File: config.mk
export PLATFORM = sky130hd
export DESIGN_NAME = if_stage
export DESIGN_NICKNAME = d
export VERILOG_FILES = /design/src/rtl/if_stage.sv
export SDC_FILE = /design/constraint.sdc
export NUM_CORES = 1
export LEC_CHECK = 0
export ABC_AREA = 1
export ABC_CLOCK_PERIOD_IN_PS = 2170
export CORE_MARGIN = 1
export CORE_UTILIZATION = 27
export DETAILED_ROUTE_END_ITERATION = 7
export GPL_TIMING_DRIVEN = 0
export PLACE_DENSITY = 0.6
export SYNTH_ARGS = -nofsm -noshare
export SYNTH_HDL_FRONTEND = slang
export SYNTH_SLANG_ARGS = --single-unit
File: constraint.sdc
create_clock -name clk -period 2.17 [get_ports clk]
set_clock_uncertainty 0.2 [all_clocks]
set_input_delay 0.217 -clock clk [delete_from_list [all_inputs] [get_ports clk]]
set_output_delay 0.217 -clock clk [all_outputs]
set_load 0.03 [all_outputs]
File: src/rtl/if_stage.sv
// if_stage: MIPS instruction fetch with req/ack imem port, skid buffer, jump redirect and IF/ID register
// Ports: clk/rst (sync, active-high); stall/flush/pc_jump/jump_target from hazard and branch logic;
// imem_req/imem_addr/imem_ack/imem_rdata instruction memory handshake;
// ifid_instr/ifid_pc4/ifid_valid IF/ID register; opcode/func decoded fields of ifid_instr.
module if_stage #(
  parameter logic [31:0] RESET_PC = 32'h0000_0000,
  parameter logic [31:0] PC_INC   = 32'd4,
  parameter logic [31:0] NOP_WORD = 32'h0000_0000
) (
  input  logic        clk,
  input  logic        rst,
  input  logic        stall,
  input  logic        flush,
  input  logic        pc_jump,
  input  logic [31:0] jump_target,
  output logic        imem_req,
  output logic [31:0] imem_addr,
  input  logic        imem_ack,
  input  logic [31:0] imem_rdata,
  output logic [31:0] ifid_instr,
  output logic [31:0] ifid_pc4,
  output logic        ifid_valid,
  output logic [5:0]  opcode,
  output logic [5:0]  func
);
  typedef enum logic [1:0] {S_BOOT, S_FETCH, S_HOLD, S_DRAIN} state_t;
  state_t state_q, state_d;
  logic [31:0] pc_q, pc_d, instr_q, instr_d, pc4_q, pc4_d, skid_q, skid_d, redir_q, redir_d, pc_inc;
  logic valid_q, valid_d;
  assign pc_inc = pc_q + PC_INC;
  always_comb begin
    state_d = state_q;
    pc_d    = pc_q;
    instr_d = instr_q;
    pc4_d   = pc4_q;
    valid_d = valid_q;
    skid_d  = skid_q;
    redir_d = redir_q;
    if (pc_jump) begin
      instr_d = NOP_WORD;
      valid_d = 1'b0;
      skid_d  = NOP_WORD;
      // An unacknowledged request must keep its address, so park the target until the ack drains it.
      if ((state_q == S_FETCH || state_q == S_DRAIN) && !imem_ack) begin
        redir_d = jump_target;
        state_d = S_DRAIN;
      end else begin
        pc_d    = jump_target;
        state_d = S_FETCH;
      end
    end else begin
      case (state_q)
        S_BOOT: state_d = S_FETCH;
        S_FETCH: if (imem_ack) begin
          if (stall) begin
            skid_d  = imem_rdata;
            state_d = S_HOLD;
          end else begin
            instr_d = imem_rdata;
            pc4_d   = pc_inc;
            valid_d = 1'b1;
            pc_d    = pc_inc;
          end
        end
        S_HOLD: if (!stall) begin
          instr_d = skid_q;
          pc4_d   = pc_inc;
          valid_d = 1'b1;
          pc_d    = pc_inc;
          state_d = S_FETCH;
        end
        default: if (imem_ack) begin
          pc_d    = redir_q;
          state_d = S_FETCH;
        end
      endcase
      if (flush) begin
        instr_d = NOP_WORD;
        valid_d = 1'b0;
      end
    end
  end
  always_ff @(posedge clk) begin
    if (rst) begin
      state_q <= S_BOOT;
      pc_q    <= RESET_PC;
      instr_q <= NOP_WORD;
      pc4_q   <= '0;
      valid_q <= 1'b0;
      skid_q  <= NOP_WORD;
      redir_q <= '0;
    end else begin
      state_q <= state_d;
      pc_q    <= pc_d;
      instr_q <= instr_d;
      pc4_q   <= pc4_d;
      valid_q <= valid_d;
      skid_q  <= skid_d;
      redir_q <= redir_d;
    end
  end
  assign imem_req   = state_q == S_FETCH || state_q == S_DRAIN;
  assign imem_addr  = pc_q;
  assign ifid_instr = instr_q;
  assign ifid_pc4   = pc4_q;
  assign ifid_valid = valid_q;
  assign opcode     = instr_q[31:26];
  assign func       = instr_q[5:0];
endmodule

Yosys cells after proc, flatten, opt, wreduce, memory -nomap -nowiden
Index checks and enable logic that the tools add are counted.
{"block": "totals", "reg_bits": 163, "latch_bits": 0, "ramBits": 0, "mem_bits_ro": 0, "elab_cells": 59, "memories": 0}
{"block": "classes", "add_sub_neg": 1, "mul": 0, "n_div": 0, "order_cmp": 0, "n_eq_ne": 11, "shifts": 0, "muxes": 23, "n_bitwise": 1, "reduce_logical": 16}
{"op": "two-way mux 32 bit", "count": 10}
{"op": "one-hot mux 32 bit (2 select lines)", "count": 2}
{"op": "one-hot mux 32 bit (3 select lines)", "count": 1}
{"op": "adder 32 x 3 -> 32 bit, second input constant", "count": 1}
{"op": "two-way mux 2 bit", "count": 6}
{"op": "AND reduction 4 bit", "count": 3}
{"op": "inequality test 2 bit, second input constant", "count": 5}
{"op": "inequality test 3 bit, second input constant", "count": 3}
{"op": "one-hot mux 2 bit (3 select lines)", "count": 1}
{"op": "AND reduction 3 bit", "count": 2}
{"op": "equality test 2 bit, second input constant", "count": 2}
{"op": "AND reduction 2 bit", "count": 2}
{"op": "nonzero test 4 bit", "count": 1}
{"op": "nonzero test 3 bit", "count": 1}
{"op": "OR reduction 3 bit", "count": 1}
{"op": "equality test 2 x 1 -> 1 bit, second input constant", "count": 1}
{"op": "logical NOT 2 bit", "count": 1}
{"op": "two-way mux 1 bit", "count": 2}
{"op": "one-hot mux 1 bit (2 select lines)", "count": 1}
{"op": "nonzero test 2 bit", "count": 1}
{"op": "OR reduction 2 bit", "count": 1}
{"op": "logical AND 1 bit", "count": 1}
{"op": "logical NOT 1 bit", "count": 1}
{"op": "logical OR 1 bit", "count": 1}
{"op": "inverter 1 bit", "count": 1}

Depth between registers and ports, before layout
Gate-level depths: netlist of run 1.
{"block": "depth", "ltp_word": 5, "ltp_mapped": 12, "mapped_depth_nobuf": 12}

Worst setup path before layout of run 1
Ideal clock, no wire load.
{"block": "synth_timing", "path_kind": "flip-flop to flip-flop", "startpoint": "register pc_q[2] (netlist: imem_addr[2])", "endpoint": "register pc_q[30] (netlist: imem_addr[30])", "setup_ns": 0.117, "arrival_ns": 1.707, "t_required_ns": 1.853, "slack_ns": 0.146, "stages_incl_launch_ff": 13, "period_less_slack_ns": 2.024, "path_cell_list": "dfxtp_1 > ha_1 > nand2_1 > nor2_2 > nand2_2 > nor2_1 > nand2_1 > nand2_1 > nand2_1 > nand2_1 > nand2_1 > nand2_1 > a21oi_1"}
{"block": "synth_via", "elab_chain_len": 5}
{"item": "from (decl)", "line": "28", "source": "logic [31:0] pc_q, pc_d, instr_q, instr_d, pc4_q, pc4_d, skid_q, skid_d, redir_q, redir_d, pc_inc;"}
{"item": "from (signal assigned)", "line": "94", "source": "pc_q <= pc_d;"}
{"item": "adder 32 x 3 -> 32 bit (*)", "line": "30", "source": "assign pc_inc = pc_q + PC_INC;"}
{"item": "two-way mux 32 bit (*)", "line": "55, 65"}
{"item": "two-way mux 32 bit", "line": "54", "source": "S_FETCH: if (imem_ack) begin"}
{"item": "one-hot mux 32 bit (3 select lines) (*)", "line": "52", "source": "case (state_q)"}
{"item": "two-way mux 32 bit (*)", "line": "39", "source": "if (pc_jump) begin"}
Every way passes the cells marked *; elsewhere a longest branch is shown, timed or not. The select of a mux whose other input is x is not followed.
A chain may end at the register's enable or synchronous reset.

Worst setup path after layout of run 1
{"block": "layout_timing", "startpoint": "register pc_q[14] (netlist: imem_addr[14])", "endpoint": "output port imem_addr[14]"}
{"item": "to (decl)", "line": "17", "source": "output logic [31:0] imem_addr,"}
No word-level cell between the ends.

==> results.yml, run 1 <==
status:
  run_status: "finished clean"
worst_setup_path:
  crit_path_max_fanout: 5
  critPathTopFamily: "buffers and inverters"
  worstSetupStartpointType: "register"
  reg2reg_from: "state_q[0]$_SDFFE_PP0P_"
  reg2reg_slack_ns: 0.09
  worstPathArrival_ns: 1.69
  path_buf_inv: 1
  cp_cell_sequence: "clkdlybuf4s50_1"
  worst_r2r_path_depth: 11
  crit-reg2reg-capture: "imem_addr[6]$_SDFFE_PP0P_"
  worst_path_max_delay_cell: "clkdlybuf4s50_1"
  timing.critical_path.required_ns: 1.75
  cp-startpoint: "imem_addr[14]$_SDFFE_PP0P_"
  timing.setup.critical_path_class: "register to output pin"
  critPathCaptureType: "output pin"
  delay_of_the_slowest_critical_path_stage_ns: 0.74
yosys:
  yosys.area.top_type: "dfxtp_1"
  synth_cells: 1096
  synth_top_flop_cell: "dfxtp_1"
  synth_net_count: 1171
  synthesis.area_per_instance_um2: 6.99
  synth_enable_flop_cells: 0
  ys_warn_count: 0
  cells_taking_the_most_area_after_synthesis: "dfxtp_1 (43%), nand2_1 (12%), nor2_1 (8.9%), a21oi_1 (7.1%), o21ai_0 (6.7%)"
  synth-seq-cells: 163
  ys_types: 35
  synth_async_sr_flop_share_pct: 0
  share_of_yosys_cell_area_claimed_by_the_top_area_cell_type_pct: 42.6
  ys_seq_area_share_pct: 42.6
  commonest_cells_post_synth: "nand2_1 (236), nor2_1 (181), dfxtp_1 (163)"
  syn_area_mm2: 0.00766
  synth.most_common_cell: "nand2_1"
placement:
  dpl_worst_slack_ns: -0.287
  dp_hpwl_mm: 20.2
  buffer_ports.inserted: 178
  place.detailed.instances: 1652
  gp_congestion: 0.927
clock_tree:
  ctsHtreeMaxLevel: 4
  cts-root-buf: "clkbuf_16"
  tritoncts_clock_tree: "yes"
  cts.reportedPaths.clkPinSlew_ns: 0.07
  cts-buffers-inserted: 17
  insertion_delay_ns: 0.44
  clock_sink_count: 163
  deepest_clock_path_buffer_count: 2
drt:
  drt-total-wl_mm: 27.5
  ant_nets: 0
  first_iter_violations: 572
  detailroute.via_count: 7940
  drt_first_pass_iters: 5
  wire_per_inst_um: 16.2
  drc: 0
  routed_via_density: 4.68
job:
  maxCapViolCount: 0
die:
  ioPinCount: 180
  floorplan_core_area_mm2: 0.0279
  start_util_pct: 27.5
  chipHeight_um: 170
  die_width_um: 170
  core.rowCount: 61
  fp.dieArea_mm2: 0.0291
cells_and_area:
  layout-drive-gt1-share_pct: 9.87
  nets: 1380
  flow.area_growth_from_synthesis_pct: 41.2
  instances_no_fill: 1695
  finalCoreUtilization_pct: 38.8
  diodes: 0
global_routing:
  antenna_violations_before_repair: 0
  grt_most_used_layer: "met2"
  global_route.usage.total_pct: 19.2
  groute.layer.met2.usage_pct: 30.1
  grt_pass1_wl_mm: 42.1
  global_route.overflow_total: 0
  via_count_of_the_first_global_routing_pass: 7372
  largest_net_degree_at_the_start_of_global_routing: 17
  gr-usage-met3_pct: 4.44
  grt_use_met1_pct: 25.4
min_path:
  min_delay_worst_endpoint: "redir_q[26]$_SDFFE_PP0P_"
  whs_path_depth: 3
  min_path_type: "primary input to register"
  timing.hold.worst.start: "jump_target[26]"
timing:
  timing.final.setup_violations: 0
  tns_ns: 0
  hold_ws_ns: 0.140
  final.min_clock_period_ns: 2.10
  fmax_mhz: 476
  finalHoldViolations: 0
  tightest_slew_ns: 0.725
  finalMaxSlewViolations: 0
  maxSlewHeadroom_pct: 51.6
  layout_setup_ws_ns: 0.0680
  fin_crit_sh_pct: 96.9
power:
  p_leak_uw: 0.00441
  ir_worst_vdd_mv: 0.466
  cellPowerDensity_mw_per_mm2: 897
## sequential cells by signal (all words and copies together) (netlist names)
register and flops:
state_q 2, ifid_valid 1, imem_addr 32, ifid_instr 32, skid_q 32, redir_q 32
ifid_pc4 32
## worst reg2reg max path, stage by stage (launching register included)
cell and delay [ns]:
dfxtp_2 0.35, ha_1 0.23, nor2_4 0.14, nor3_4 0.06, buf_12 0.14, buf_4 0.14
nor2_4 0.11, nand3_4 0.13, buf_6 0.17, nor2_1 0.09, o21ai_0 0.09, a21oi_1 0.17
## kinds of logic (layout without fill, tap and decap cells)
group                    count (synthesis)  in the layout  synth area share [%]
flip-flops                             163            163                  42.6
AND/OR/NAND/NOR                        462            462                  24.4
adder cells (fa/ha/maj)                  5              5                 0.817
buffers and inverters                  170            391                  10.2
XOR/XNOR                                15             15                  1.71
AO/OA/AOI/OAI                          281            281                  20.3
## timing repair
action | 4_1_cts | 5_1_grt
resized for setup | 24 | 51
setup endpoints to repair | 70 | 141
hold buffers | 1 | 0
setup buffers | 3 | 8
pin swaps | 2 | 6
endpoints found under the hold margin | 7 | 0
## through the flow
stage               area [µm²]  total power [µW]
floorplan                 7660              5120
global placement          9920              6220
detailed placement        9920              6220
CTS                      10600              9650
global route             10800             10100
finish                   10800              9710
## cell usage in the layout, fill, tap and decap left out, types with 2 or more instances in the layout
master | synthesis | routed
ha_4 | 0 | 2
nor2_4 | 3 | 8
buf_2 | 16 | 11
buf_6 | 9 | 11
inv_2 | 4 | 7
clkdlybuf4s50_1 | 0 | 177
buf_12 | 0 | 2
nor2_1 | 181 | 175
clkbuf_4 | 0 | 2
clkbuf_2 | 0 | 11
dfxtp_4 | 0 | 2
nand2_2 | 1 | 2
nor3_1 | 2 | 2
o21ai_0 | 102 | 95
xnor2_1 | 9 | 9
a31oi_1 | 3 | 3
a211oi_1 | 6 | 6
o21ai_1 | 24 | 31
nand3_1 | 24 | 24
nand2_1 | 236 | 234
inv_6 | 0 | 4
nand3b_1 | 4 | 4
clkinvlp_4 | 0 | 2
ha_1 | 5 | 2
bufinv_16 | 0 | 5
a21oi_1 | 108 | 107
clkbuf_1 | 39 | 29
xor2_1 | 6 | 6
nor2_2 | 3 | 4
clkbuf_16 | 0 | 17
buf_4 | 14 | 26
o211ai_1 | 11 | 11
dfxtp_1 | 163 | 158
a311oi_1 | 26 | 26
inv_1 | 83 | 80
dfxtp_2 | 0 | 3
and2_1 | 3 | 3
## power breakdown
group / internal [µW] / total, µW / switching [µW]
combinational: 1040 / 2760 / 1710
clock: 2050 / 3380 / 1330
sequential: 3270 / 3570 / 303
## per-layer routing
layer / part of all wire [%] / up-vias / wire length, µm
li1: - / 3975 / -
met1: 47 / 3611 / 12800
met2: 44 / 309 / 12100
met3: 6.9 / 45 / 1910
met4: 2.6 / 0 / 727
met5: 0 / - / 0
## layout make-up
class	instances	area, µm²
Multi-Input combinational cell	763	3700
Fill cell	2926	17000
Inverter	90	344
Clock buffer	20	437
Sequential cell	163	3270
Clock inverter	11	200
Tap cell	378	473
Timing Repair Buffer	190	1900
Buffer	80	489
## worst max path at each step
stage,slack [ns],end,depth (start not counted)
finish,0.07,imem_addr[14],1
CTS,-0.07,imem_req,5
global route,-0.007,imem_addr[10]$_SDFFE_PP0P_,7
floorplan,0.15,imem_addr[30]$_SDFFE_PP0P_,12
detailed placement,-0.29,ifid_pc4[30]$_SDFFE_PP0P_,9
global placement,-0.30,ifid_pc4[23]$_SDFFE_PP0P_,9
Note: power is estimated with default switching activity, not from simulation.
==> run 2, diff against run 1 <==
--- a/config.mk
+++ b/config.mk
@@ -7,6 +7,7 @@
 export LEC_CHECK = 0
 export ABC_AREA = 1
 export ABC_CLOCK_PERIOD_IN_PS = 2170
+export CAP_MARGIN = 20
 export CORE_MARGIN = 1
 export CORE_UTILIZATION = 27
 export DETAILED_ROUTE_END_ITERATION = 7
@@ -15,3 +16,4 @@
 export SYNTH_ARGS = -nofsm -noshare
 export SYNTH_HDL_FRONTEND = slang
 export SYNTH_SLANG_ARGS = --single-unit
+export TNS_END_PERCENT = 1
==> results.yml, run 2 (synthesized netlist as in run 1, its figures left out) <==
clock_tree:
  clock_sink_count: 163
  ctsHtreeMaxLevel: 4
  deepest_clock_path_buffer_count: 2
  tritoncts_clock_tree: "yes"
  cts.reportedPaths.clkPinSlew_ns: 0.07
  cts-buffers-inserted: 17
  insertion_delay_ns: 0.43
  cts-root-buf: "clkbuf_16"
min_path:
  min_path_type: "primary input to register"
timing:
  final.min_clock_period_ns: 2.09
  timing.final.setup_violations: 0
  unrepaired_setup_endpoints_after_global_routing: "true"
  finalMaxSlewViolations: 0
  tns_ns: 0
  hold_ws_ns: 0.0748
  finalHoldViolations: 0
  fmax_mhz: 479
  maxSlewHeadroom_pct: 52.5
  layout_setup_ws_ns: 0.0813
  fin_crit_sh_pct: 96.3
  tightest_slew_ns: 0.712
die:
  floorplan_core_area_mm2: 0.0279
  core.rowCount: 61
  start_util_pct: 27.5
  die_width_um: 170
  chipHeight_um: 170
  fp.dieArea_mm2: 0.0291
  ioPinCount: 180
worst_setup_path:
  worst_r2r_path_depth: 12
  timing.setup.critical_path_class: "register to output pin"
  reg2reg_slack_ns: 0.09
  delay_of_the_slowest_critical_path_stage_ns: 0.75
  worstPathArrival_ns: 1.67
  crit-reg2reg-capture: "imem_addr[3]$_SDFFE_PP0P_"
  timing.critical_path.to: "imem_addr[15]"
  cp_cell_sequence: "clkdlybuf4s50_1"
  cp-startpoint: "imem_addr[15]$_SDFFE_PP0P_"
  reg2reg_from: "state_q[0]$_SDFFE_PP0P_"
  worstSetupStartpointType: "register"
  worst_path_max_delay_cell: "clkdlybuf4s50_1"
  crit_path_max_fanout: 5
  critPathCaptureType: "output pin"
  timing.critical_path.required_ns: 1.75
  critPathTopFamily: "buffers and inverters"
  timing.critical_path.depth: 1
  path_buf_inv: 1
cells_and_area:
  nets: 1375
  layout-drive-gt1-share_pct: 9.22
  flow.area_growth_from_synthesis_pct: 40.4
  most_common_cell_after_layout_fill_and_taps_aside: "nand2_1"
  finalCoreUtilization_pct: 38.6
  diodes: 0
  layout_common_cells: "nand2_1 (234), clkdlybuf4s50_1 (177), nor2_1 (175)"
power:
  p_leak_uw: 0.00438
  cellPowerDensity_mw_per_mm2: 898
  finalPower_uw: 9660
  ir_worst_vdd_mv: 0.461
global_routing:
  largest_net_degree_at_the_start_of_global_routing: 17
  grt_pass1_wl_mm: 42.2
  antenna_violations_before_repair: 0
  global_route.overflow_total: 0
  via_count_of_the_first_global_routing_pass: 7380
  global_route.usage.total_pct: 19.2
drt:
  wire_per_inst_um: 16.3
  first_iter_violations: 618
  ant_nets: 0
  drt-total-wl_mm: 27.5
  routed_via_density: 4.70
  detailroute.via_count: 7950
  drc: 0
  drt_first_pass_iters: 7
status:
  run_status: "finished clean"
placement:
  dpl_worst_slack_ns: -0.287
  buffer_ports.inserted: 178
  dp_hpwl_mm: 20.2
  gp_congestion: 0.927
job:
  maxCapViolCount: 0
==> run 2: cell types whose count changed in the layout (fill, tap and decap cells not counted), sizes merged <==
cell	previous run	this run
clkdlybuf4s15	0	1
buf	52	43
dlygate4sd2	1	0
clkbuf	59	61
dlygate4sd3	1	3
==> run 2: layout make-up <==
cell class                      count  area (µm²)
Tap cell                          378         473
Multi-Input combinational cell    763        3670
Clock inverter                     11         200
Sequential cell                   163        3270
Clock buffer                       20         437
Inverter                           90         344
Timing Repair Buffer              185        1850
Fill cell                        2936       17100
Buffer                             80         504
==> run 2: worst min path at each step <==
stage                                   startpoint                       end  slack [ns]  cells past startpoint
final                                      pc_jump  ifid_pc4[8]$_SDFFE_PP0P_        0.07                      5
after global routing                       pc_jump  ifid_pc4[8]$_SDFFE_PP0P_        0.11                      5
after CTS                                  pc_jump  ifid_pc4[8]$_SDFFE_PP0P_        0.06                      5
after detailed placement   redir_q[6]$_SDFFE_PP0P_   redir_q[6]$_SDFFE_PP0P_        0.24                      2
after global placement    redir_q[15]$_SDFFE_PP0P_  redir_q[15]$_SDFFE_PP0P_        0.24                      2
after floorplan                      imem_rdata[0]    skid_q[0]$_SDFFE_PP0P_        0.15                      2
==> run 2: timing repair <==
item                                    4_1_cts  5_1_grt
hold buffers                                  3        0
endpoints found under the setup margin       70      146
gates resized for setup                      19       59
gates cloned                                  0        0
pin swaps                                     1        3
setup buffers                                 1        3
hold endpoints to repair                      7        0
==> run 2: where the power goes <==
part	switching [µW]	internal (µW)	total, µW
clock	1320	2050	3380
combinational	1700	1010	2720
sequential	300	3270	3570
total	3330	6330	9660
==> run 2: through the flow <==
stage	instance area, µm²	cells
2_1_floorplan	7660	1096
3_3_place_gp	9920	1652
3_5_place_dp	9920	1652
4_1_cts	10600	1687
5_1_grt	10800	1690
6_report	10800	1690
==> run 2: tightest hold or removal path, stage by stage <==
cell	delay [ns]
buf_6	0.14
nor2_4	0.10
inv_2	0.09
o21ai_0	0.08
inv_1	0.04
==> run 2: layer usage <==
metal	routed length [µm]	track usage, %	up-vias
met4	695	7.68	0
met5	0	0	-
met1	12700	25.4	3644
li1	-	-	3967
met2	12100	30.0	297
met3	2050	4.67	42
